## src/rtl/vec_mem_arbiter_if.sv

```systemverilog
`default_nettype none
// ============================================================================
//  Module      : vec_mem_arbiter_if
//  Description : Requester and memory-side bus bundle for vec_mem_arbiter.
//                The slave modport is the arbiter's view. The master modport
//                is the view of the surrounding requesters and memory block.
//  Revision    : 1.0 - initial release
// ============================================================================
interface vec_mem_arbiter_if #(
    parameter int AW = 25
);
    // loader (ioctl download/erase)
    logic          ldr_req;
    logic          ldr_we;
    logic [AW-1:0] ldr_addr;
    logic [7:0]    ldr_din;
    logic          ldr_ack;

    // FDD image buffer (read only)
    logic          fdd_req;
    logic [AW-1:0] fdd_addr;
    logic          fdd_ack;
    logic [7:0]    fdd_dout;

    // CPU bus
    logic          cpu_req;
    logic          cpu_we;
    logic [AW-1:0] cpu_addr;
    logic [7:0]    cpu_din;
    logic          cpu_ack;
    logic [7:0]    cpu_dout;

    // memory port
    logic [AW-1:0] mem_addr;
    logic [7:0]    mem_din;
    logic          mem_rd;
    logic          mem_we;
    logic [7:0]    mem_dout;
    logic          mem_ready;

    // timeout abort indication
    logic          err;

    modport slave (
        input  ldr_req, ldr_we, ldr_addr, ldr_din,
        output ldr_ack,
        input  fdd_req, fdd_addr,
        output fdd_ack, fdd_dout,
        input  cpu_req, cpu_we, cpu_addr, cpu_din,
        output cpu_ack, cpu_dout,
        output mem_addr, mem_din, mem_rd, mem_we,
        input  mem_dout, mem_ready,
        output err
    );

    modport master (
        output ldr_req, ldr_we, ldr_addr, ldr_din,
        input  ldr_ack,
        output fdd_req, fdd_addr,
        input  fdd_ack, fdd_dout,
        output cpu_req, cpu_we, cpu_addr, cpu_din,
        input  cpu_ack, cpu_dout,
        input  mem_addr, mem_din, mem_rd, mem_we,
        output mem_dout, mem_ready,
        input  err
    );
endinterface
`default_nettype wire

```

## src/rtl/vec_mem_arbiter.sv

```systemverilog
`default_nettype none
// ============================================================================
//  Module      : vec_mem_arbiter
//  Description : Shares one SDRAM-backed byte port between the ROM/disk
//                loader, the FDD image buffer and the CPU. One transaction
//                at a time: IDLE -> CMD -> WAIT -> RESP. Fixed priority
//                ldr > fdd > cpu, except that the CPU beats the FDD once
//                the FDD has been granted STARVE_MAX times in a row while
//                the CPU was waiting. A stalled memory is abandoned after
//                TIMEOUT wait cycles with an err pulse alongside the ack.
//  Revision    : 1.0 - initial release
// ============================================================================
module vec_mem_arbiter #(
    parameter int AW         = 25,
    parameter int TIMEOUT    = 255,
    parameter int STARVE_MAX = 2
) (
    input  wire              clk_sys,
    input  wire              reset_n,
    vec_mem_arbiter_if.slave bus
);

    // Wait counter only has to reach TIMEOUT-1, the last WAIT cycle.
    localparam int c_CW = (TIMEOUT < 2) ? 1 : $clog2(TIMEOUT);
    localparam logic [c_CW-1:0] c_CNT_LAST = c_CW'(TIMEOUT - 1);

    // Starve counter saturates at STARVE_MAX.
    localparam int c_SW = (STARVE_MAX < 2) ? 1 : $clog2(STARVE_MAX + 1);
    localparam logic [c_SW-1:0] c_STARVE_MAX = c_SW'(STARVE_MAX);

    typedef enum logic [1:0] {
        S_IDLE = 2'd0,
        S_CMD  = 2'd1,
        S_WAIT = 2'd2,
        S_RESP = 2'd3
    } state_t;

    typedef enum logic [1:0] {
        G_NONE = 2'd0,
        G_LDR  = 2'd1,
        G_FDD  = 2'd2,
        G_CPU  = 2'd3
    } grant_t;

    state_t          r_state;
    grant_t          r_gnt;
    logic            r_we;
    logic [AW-1:0]   r_mem_addr;
    logic [7:0]      r_mem_din;
    logic            r_mem_rd;
    logic            r_mem_we;
    logic [c_CW-1:0] r_cnt;
    logic [c_SW-1:0] r_starve;
    logic            r_ldr_ack;
    logic            r_fdd_ack;
    logic            r_cpu_ack;
    logic            r_err;
    logic [7:0]      r_fdd_dout;
    logic [7:0]      r_cpu_dout;

    logic            w_cpu_starved;
    grant_t          w_pick;
    logic            w_pick_we;
    logic [AW-1:0]   w_pick_addr;
    logic [7:0]      w_pick_din;
    logic [c_SW-1:0] w_starve_next;

    // Choose the next requester and its command fields; only consumed in IDLE.
    always_comb begin
        w_cpu_starved = bus.cpu_req && (r_starve == c_STARVE_MAX);
        w_pick        = G_NONE;
        w_pick_we     = 1'b0;
        w_pick_addr   = '0;
        w_pick_din    = '0;
        if (bus.ldr_req) begin
            // loader is never preempted
            w_pick      = G_LDR;
            w_pick_we   = bus.ldr_we;
            w_pick_addr = bus.ldr_addr;
            w_pick_din  = bus.ldr_din;
        end else if (bus.fdd_req && !w_cpu_starved) begin
            // FDD is read-only; write data is driven as zero
            w_pick      = G_FDD;
            w_pick_addr = bus.fdd_addr;
        end else if (bus.cpu_req) begin
            w_pick      = G_CPU;
            w_pick_we   = bus.cpu_we;
            w_pick_addr = bus.cpu_addr;
            w_pick_din  = bus.cpu_din;
        end
    end

    // Starve count after this grant: CPU grant clears it, FDD grant over a waiting CPU bumps it.
    always_comb begin
        w_starve_next = r_starve;
        if (w_pick == G_CPU) begin
            w_starve_next = '0;
        end else if ((w_pick == G_FDD) && bus.cpu_req && (r_starve != c_STARVE_MAX)) begin
            w_starve_next = r_starve + 1'b1;
        end
    end

    // Transaction sequencer with registered strobes, acks, err and read data.
    always_ff @(posedge clk_sys or negedge reset_n) begin
        if (!reset_n) begin
            r_state    <= S_IDLE;
            r_gnt      <= G_NONE;
            r_we       <= 1'b0;
            r_mem_addr <= '0;
            r_mem_din  <= '0;
            r_mem_rd   <= 1'b0;
            r_mem_we   <= 1'b0;
            r_cnt      <= '0;
            r_starve   <= '0;
            r_ldr_ack  <= 1'b0;
            r_fdd_ack  <= 1'b0;
            r_cpu_ack  <= 1'b0;
            r_err      <= 1'b0;
            r_fdd_dout <= '0;
            r_cpu_dout <= '0;
        end else begin
            // strobes, acks and err are single-cycle pulses
            r_mem_rd  <= 1'b0;
            r_mem_we  <= 1'b0;
            r_ldr_ack <= 1'b0;
            r_fdd_ack <= 1'b0;
            r_cpu_ack <= 1'b0;
            r_err     <= 1'b0;

            case (r_state)
                S_IDLE: begin
                    if (w_pick != G_NONE) begin
                        r_gnt      <= w_pick;
                        r_we       <= w_pick_we;
                        r_mem_addr <= w_pick_addr;
                        r_mem_din  <= w_pick_din;
                        // strobe is high during the CMD cycle only
                        r_mem_rd   <= !w_pick_we;
                        r_mem_we   <= w_pick_we;
                        r_starve   <= w_starve_next;
                        r_state    <= S_CMD;
                    end
                end

                S_CMD: begin
                    r_cnt   <= '0;
                    r_state <= S_WAIT;
                end

                S_WAIT: begin
                    if (bus.mem_ready) begin
                        if (!r_we) begin
                            if (r_gnt == G_FDD) begin
                                r_fdd_dout <= bus.mem_dout;
                            end
                            if (r_gnt == G_CPU) begin
                                r_cpu_dout <= bus.mem_dout;
                            end
                        end
                        r_ldr_ack <= (r_gnt == G_LDR);
                        r_fdd_ack <= (r_gnt == G_FDD);
                        r_cpu_ack <= (r_gnt == G_CPU);
                        r_state   <= S_RESP;
                    end else if (r_cnt == c_CNT_LAST) begin
                        // give up: ack the requester anyway, read data left untouched
                        r_ldr_ack <= (r_gnt == G_LDR);
                        r_fdd_ack <= (r_gnt == G_FDD);
                        r_cpu_ack <= (r_gnt == G_CPU);
                        r_err     <= 1'b1;
                        r_state   <= S_RESP;
                    end else begin
                        r_cnt <= r_cnt + 1'b1;
                    end
                end

                S_RESP: begin
                    r_state <= S_IDLE;
                end

                default: begin
                    r_state <= S_IDLE;
                end
            endcase
        end
    end

    assign bus.mem_addr = r_mem_addr;
    assign bus.mem_din  = r_mem_din;
    assign bus.mem_rd   = r_mem_rd;
    assign bus.mem_we   = r_mem_we;
    assign bus.ldr_ack  = r_ldr_ack;
    assign bus.fdd_ack  = r_fdd_ack;
    assign bus.cpu_ack  = r_cpu_ack;
    assign bus.fdd_dout = r_fdd_dout;
    assign bus.cpu_dout = r_cpu_dout;
    assign bus.err      = r_err;

endmodule
`default_nettype wire
```

## src/flat_wrapper.sv

```systemverilog
// flat-port wrapper written by rule: the top's interface ports become plain ports
module vec_mem_arbiter_flat 
#(
    parameter int AW         = 25,
    parameter int TIMEOUT    = 255,
    parameter int STARVE_MAX = 2
)
  (clk_sys, reset_n, bus_ldr_req, bus_ldr_we, bus_ldr_addr, bus_ldr_din, bus_ldr_ack, bus_fdd_req, bus_fdd_addr, bus_fdd_ack, bus_fdd_dout, bus_cpu_req, bus_cpu_we, bus_cpu_addr, bus_cpu_din, bus_cpu_ack, bus_cpu_dout, bus_mem_addr, bus_mem_din, bus_mem_rd, bus_mem_we, bus_mem_dout, bus_mem_ready, bus_err);
  vec_mem_arbiter_if #(.AW(AW)) bus_i ();
  input  wire clk_sys;
  input  wire reset_n;
  input wire logic [$bits(bus_i.ldr_req)-1:0] bus_ldr_req;
  input wire logic [$bits(bus_i.ldr_we)-1:0] bus_ldr_we;
  input wire logic [$bits(bus_i.ldr_addr)-1:0] bus_ldr_addr;
  input wire logic [$bits(bus_i.ldr_din)-1:0] bus_ldr_din;
  output wire logic [$bits(bus_i.ldr_ack)-1:0] bus_ldr_ack;
  input wire logic [$bits(bus_i.fdd_req)-1:0] bus_fdd_req;
  input wire logic [$bits(bus_i.fdd_addr)-1:0] bus_fdd_addr;
  output wire logic [$bits(bus_i.fdd_ack)-1:0] bus_fdd_ack;
  output wire logic [$bits(bus_i.fdd_dout)-1:0] bus_fdd_dout;
  input wire logic [$bits(bus_i.cpu_req)-1:0] bus_cpu_req;
  input wire logic [$bits(bus_i.cpu_we)-1:0] bus_cpu_we;
  input wire logic [$bits(bus_i.cpu_addr)-1:0] bus_cpu_addr;
  input wire logic [$bits(bus_i.cpu_din)-1:0] bus_cpu_din;
  output wire logic [$bits(bus_i.cpu_ack)-1:0] bus_cpu_ack;
  output wire logic [$bits(bus_i.cpu_dout)-1:0] bus_cpu_dout;
  output wire logic [$bits(bus_i.mem_addr)-1:0] bus_mem_addr;
  output wire logic [$bits(bus_i.mem_din)-1:0] bus_mem_din;
  output wire logic [$bits(bus_i.mem_rd)-1:0] bus_mem_rd;
  output wire logic [$bits(bus_i.mem_we)-1:0] bus_mem_we;
  input wire logic [$bits(bus_i.mem_dout)-1:0] bus_mem_dout;
  input wire logic [$bits(bus_i.mem_ready)-1:0] bus_mem_ready;
  output wire logic [$bits(bus_i.err)-1:0] bus_err;
  assign bus_i.ldr_req = bus_ldr_req;
  assign bus_i.ldr_we = bus_ldr_we;
  assign bus_i.ldr_addr = bus_ldr_addr;
  assign bus_i.ldr_din = bus_ldr_din;
  assign bus_ldr_ack = bus_i.ldr_ack;
  assign bus_i.fdd_req = bus_fdd_req;
  assign bus_i.fdd_addr = bus_fdd_addr;
  assign bus_fdd_ack = bus_i.fdd_ack;
  assign bus_fdd_dout = bus_i.fdd_dout;
  assign bus_i.cpu_req = bus_cpu_req;
  assign bus_i.cpu_we = bus_cpu_we;
  assign bus_i.cpu_addr = bus_cpu_addr;
  assign bus_i.cpu_din = bus_cpu_din;
  assign bus_cpu_ack = bus_i.cpu_ack;
  assign bus_cpu_dout = bus_i.cpu_dout;
  assign bus_mem_addr = bus_i.mem_addr;
  assign bus_mem_din = bus_i.mem_din;
  assign bus_mem_rd = bus_i.mem_rd;
  assign bus_mem_we = bus_i.mem_we;
  assign bus_i.mem_dout = bus_mem_dout;
  assign bus_i.mem_ready = bus_mem_ready;
  assign bus_err = bus_i.err;
  vec_mem_arbiter #(.AW(AW), .TIMEOUT(TIMEOUT), .STARVE_MAX(STARVE_MAX)) u_core (.clk_sys(clk_sys), .reset_n(reset_n), .bus(bus_i));
endmodule
```

## config.mk

```make
export PLATFORM = sky130hd
export DESIGN_NAME = vec_mem_arbiter_flat
export DESIGN_NICKNAME = d
export VERILOG_FILES = /design/src/rtl/vec_mem_arbiter_if.sv /design/src/rtl/vec_mem_arbiter.sv /design/src/flat_wrapper.sv
export SDC_FILE = /design/constraint.sdc
export NUM_CORES = 1
export LEC_CHECK = 0
export CAP_MARGIN = 25
export CORE_UTILIZATION = 45
export DETAILED_ROUTE_END_ITERATION = 8
export GPL_TIMING_DRIVEN = 0
export PLACE_DENSITY = 0.86
export SYNTH_ARGS = -nofsm -noshare
export SYNTH_HDL_FRONTEND = slang
export SYNTH_SLANG_ARGS = --single-unit
```

## constraint.sdc

```tcl
create_clock -name clk_sys -period 2.84 [get_ports clk_sys]
set_input_delay 0.284 -clock clk_sys [delete_from_list [all_inputs] [get_ports clk_sys]]
set_output_delay 0.284 -clock clk_sys [all_outputs]
set_load 0.01 [all_outputs]
```

After elaboration in Yosys (flattened, before gate mapping):

Cells that the tools add are included.

* bits in registers: 70
* input port bits: 107
* output and inout port bits: 55
* word-level logic and storage cells: 86

* add/sub/neg operators: 2
* equality and inequality tests: 15
* multiplexer cells: 37
* bitwise operators: 1
* reductions and logical operators: 16

Operator list (count)
* two-way mux 25 bit: 3
* two-way mux 8 bit: 5
* two-way mux 1 bit: 19
* two-way mux 2 bit: 8
* case mux 8 bit (2 select lines): 1
* == test 2 bit (second input constant): 7
* adder 8 x 1 -> 8 bit (second input constant): 1
* == test 8 bit (second input constant): 1
* case mux 2 bit (4 select lines): 1
* AND reduction 4 bit: 2
* != test 2 bit (second input constant): 3
* AND reduction 3 bit: 2
* nonzero test 2 bit: 3
* == test 2 x 1 -> 1 bit (second input constant): 2
* logical AND 1 bit: 4
* AND reduction 2 bit: 2
* != test 3 x 2 -> 1 bit (second input constant): 1
* adder 2 x 1 -> 2 bit (second input constant): 1
* zero test 1 bit: 2
* zero test 2 bit: 1
* != test 2 x 1 -> 1 bit (second input constant): 1
* inverter 1 bit: 1

Depth between registers and ports, before layout:

* word-level depth: 11
* depth in mapped cells: 7

Least setup slack after synthesis:

OpenSTA, ideal clock, no wires.

* kind: reg-to-reg
* start: register u_core.r_state[0]
* end: register u_core.r_fdd_dout[0] (netlist: u_core.bus.fdd_dout[0])
* library setup time: 0.125 ns
* arrival time: 1.642 ns
* path slack: 1.073 ns
* cell stages (with the launch flop): 6
* cells stage by stage: dfrtp_1 inv_1 ha_1 nand2_2 nor4b_4 mux2_2

* cells in the longest elaborated chain, start to end: 2

RTL lines
* start: declaration: line vec_mem_arbiter.sv:45 `state_t r_state;`
* start signal: assignment: line vec_mem_arbiter.sv:106 `r_state <= S_IDLE;`
* start signal: assignment: line vec_mem_arbiter.sv:141 `r_state <= S_CMD;`
* start signal: assignment: line vec_mem_arbiter.sv:147 `r_state <= S_WAIT;`
* == test 2 bit: line vec_mem_arbiter.sv:130 `case (r_state)`
* AND reduction 4 bit (no source line)
* end signal: assignment: line vec_mem_arbiter.sv:154 `r_fdd_dout <= bus.mem_dout;`
* end: declaration: line vec_mem_arbiter.sv:58 `logic [7:0] r_fdd_dout;`

No other way between the ends.
A chain may end at the register's enable or synchronous reset.

Worst setup path after layout:

* start: register u_core.r_state[0]
* end: register u_core.r_fdd_dout[2] (netlist: u_core.bus.fdd_dout[2])

Same word-level chain as after synthesis.

==> results_dict.tcl <==
set metrics [dict create \
    antenna_found_initial 0 \
    overflow_left_after_global_routing 0 \
    yosys_register_bits 70 \
    finalHoldViolations 0 \
    cts-buffers-inserted 9 \
    detail_route.drc_violations 0 \
    drt_iter0_drc 143 \
    post_cts_buffers 0 \
    seqPwrFrac_pct 35.1 \
    critPathArrivalTime_ns 2.33 \
    clkLatencyLatePin_ns 0.35 \
    die_span_in_y_um 90.2 \
    instances_no_fill 605 \
    synth.distinct_cells 45 \
    avgViaCountPerCell 5.62 \
    synth.area.top_cells "dfrtp_1 50%, a32oi_1 8.3%, mux2_2 5.2%" \
    min_period_over_period_pct 74.0 \
    crit_slowest_cell "nor4b_4" \
    yosys.cell_count.top_type "dfrtp_1" \
    n_fill_cell 538 \
    post-place-ws_ns 0.624 \
    synth.cell_area_um2 3500 \
    final.hold.worst_slack_ns 0.0447 \
    p_leak_nw 2.33 \
    post_route_cells_drive_above_1_share_pct 9.68 \
    wl_um 10700 \
    die_w_um 90.2 \
    synth.largest_area_cell "dfrtp_1" \
    design.die.area_um2 8130 \
    grt_max_degree 71 \
    cts.clk_slew.worst_paths_ns 0.07 \
    clock_tree.buffer_depth 2 \
    worst_slew_margin_relative_to_its_limit_pct 42.6 \
    worst-slew-pin-transition_ns 0.861 \
    rsz_0062_raised_after_global_routing "false" \
    synth_edf_count 0 \
    final_net_count 615 \
    detailedRoute.firstPassIterationCount 4 \
    worst_skew_ns 0.0103 \
    antenna-diode-count 0 \
    grt_util_all_layers_pct 26.9 \
    dp_hpwl_um 8000 \
    placed_cells_incl_taps 589 \
    finalWeightedCongestion 0.822 \
    tritoncts_clock_tree "built" \
    fp-row-count 31 \
    core-area_um2 7370 \
    asyncSetResetFlopFracSynth_pct 100 \
    clock_power_share_pct 19.0 \
    synth.cells.most_frequent "70 x dfrtp_1, 34 x o21ai_0, 33 x a32oi_1, 32 x a21oi_1, 28 x and3_1" \
    power.density_cell_area_nw_per_um2 884 \
    grt_pass1_wl_um 17300 \
    cts.repair.resized 0 \
    maxCapViolCount 0 \
    num_vias 3403 \
    critical_path_class "flip-flop to flip-flop" \
    worst_hold_path_class "primary input to async pin" \
    finalSetupViolations 0 \
    io_buffers 160 \
    route.detailed.wl_per_inst_um 17.7 \
    tns_ns 0 \
    synth.avg_cell_area_um2 10.6 \
    status "completed" \
    fin_ws_ns 0.739 \
    max-vdd-ir-drop_uv 402 \
    mappedNetlistNets 444 \
    floorplan.initialDensity_pct 47.5 \
    synth_flop_cell "dfrtp_1" \
    startpoint_type_of_the_worst_setup_path "flip-flop" \
    yosysSeqAreaShare_pct 50.1 \
    ant_nets 0 \
    final_core_utilization_pct 74.0 \
    number_of_clock_sinks 70 \
    min_period_ns 2.10 \
    path_cells "inv_1, ha_1, nand2_2, nor4b_4, mux2_2" \
    syn-instance-count 330 \
    share_of_yosys_cell_area_claimed_by_the_top_area_cell_type_pct 50.1 \
    top_level_ports 162 \
    cellInternalPower_mw 3.14 \
    endpoint_kind "flip-flop" \
    power.share.switching_pct 34.8 \
    cts_root_buf "clkbuf_8" \
    synth-warning-count 0 \
    p_comb_share_pct 45.8 \
    vias_in_the_first_global_route 3558 \
    cts.htree.levels 3 \
    cpPeakStageDelay_ns 0.57 \
    crit_path_required_time_ns 3.07 \
    max_clock_freq_mhz 476 \
    layout-area-overhead-vs-synth_pct 55.9 \
    cts_hold_repair.buffers 0 \
    power_switching_mw 1.68 \
    drv_slew 0 \
    worstPathMaxFanout 10 \
]
## flip-flops by register name (all words and copies together) (netlist names), 2 cells and up
| register | cells |
|---|---|
| u_core.r_cnt | 8 |
| u_core.bus.mem_addr | 25 |
| u_core.r_state | 2 |
| u_core.bus.fdd_dout | 8 |
| u_core.bus.mem_din | 8 |
| u_core.r_gnt | 2 |
| u_core.r_starve | 2 |
| u_core.bus.cpu_dout | 8 |
## cell usage in the layout, fill, tap and decap left out, types with 3 or more instances in the layout
master           netlist  final
mux2_2                16     16
buf_4                  3      4
a32oi_1               33     33
o211ai_1               3      3
o21ai_0               34     34
and3_1                28     28
nor3_1                 5      5
buf_2                  7      7
a21oi_1               32     32
nand2b_1               3      3
dfrtp_1               70     70
nand4_1                3      3
inv_1                  6      6
nand2_1               15     15
clkdlybuf4s50_1        0    159
nor2b_1               10     10
clkbuf_8               0     11
clkbuf_1              15     15
ha_1                   7      7
mux2i_1                4      4
nor2_1                 3      3
## through the flow
stage | instance area, um2 | total power, mW
after global placement | 5220 | 3.82
after floorplan | 3500 | 2.71
final | 5450 | 4.82
after CTS | 5450 | 4.84
after detailed placement | 5220 | 3.91
after global routing | 5450 | 5.11
## critical path: cells and delay by family (launching register included)
family,cells,cell delay (ns)
and+or+nand+nor,2,0.70
muxes,1,0.41
buffers and inverters,1,0.13
adders and majority gates,1,0.34
DFF,1,0.40
## final timing paths
path / from / endpoint / slack (ns) / cells past startpoint
setup reg to reg: u_core.r_state[0] / u_core.bus.fdd_dout[2] / 0.74 / 5
hold / removal: reset_n / u_core.r_cnt[2] / 0.04 / 1
max in group asynchronous: reset_n / u_core.r_cnt[7] / 2.22 / 1
setup / recovery: u_core.r_state[0] / u_core.bus.fdd_dout[2] / 0.74 / 5
min in group clk_sys: bus_cpu_req / u_core.r_state[1] / 0.49 / 4
hold reg to reg: u_core.bus.mem_din[0] / u_core.bus.mem_din[0] / 0.49 / 2
## cell type report
type	count	area, um2	share of cell area, %
timing repair buffer	160	1600	29.3
clock inverter	5	81.3	1.49
buffer	26	118	2.16
inverter	6	22.5	0.413
sequential	70	1750	32.1
tap	99	124	2.27
multi-input combinational	228	1610	29.4
clock buffer	11	151	2.78
## power by group through the flow
| stage | combinational, mW | sequential, mW | clock, mW |
|---|---|---|---|
| after floorplan | 0.884 | 1.83 | 0 |
| after global placement | 2.14 | 1.68 | 0 |
| after detailed placement | 2.21 | 1.70 | 0 |
| after CTS | 2.22 | 1.69 | 0.926 |
| after global routing | 2.40 | 1.75 | 0.965 |
| final | 2.21 | 1.69 | 0.918 |
## metal layers
metal	vias up	global-route usage (%)	wire [um]
met5	-	0	0
met4	0	11.8	373
met3	35	6.94	733
met2	159	47.1	5240
met1	1617	30.9	4360
li1	1592	-	-
## cells by family (layout without fill, tap and decap cells)
family | after synthesis | after routing | synth area share, %
and+or+nand+nor | 85 | 85 | 15.1
DFF | 70 | 70 | 50.1
buffers and inverters | 32 | 208 | 4.01
adders and majority gates | 7 | 7 | 2.50
muxes | 20 | 20 | 6.30
AOI/OAI and AO/OA | 116 | 116 | 22.0
Power figures use the tool's default switching activity.
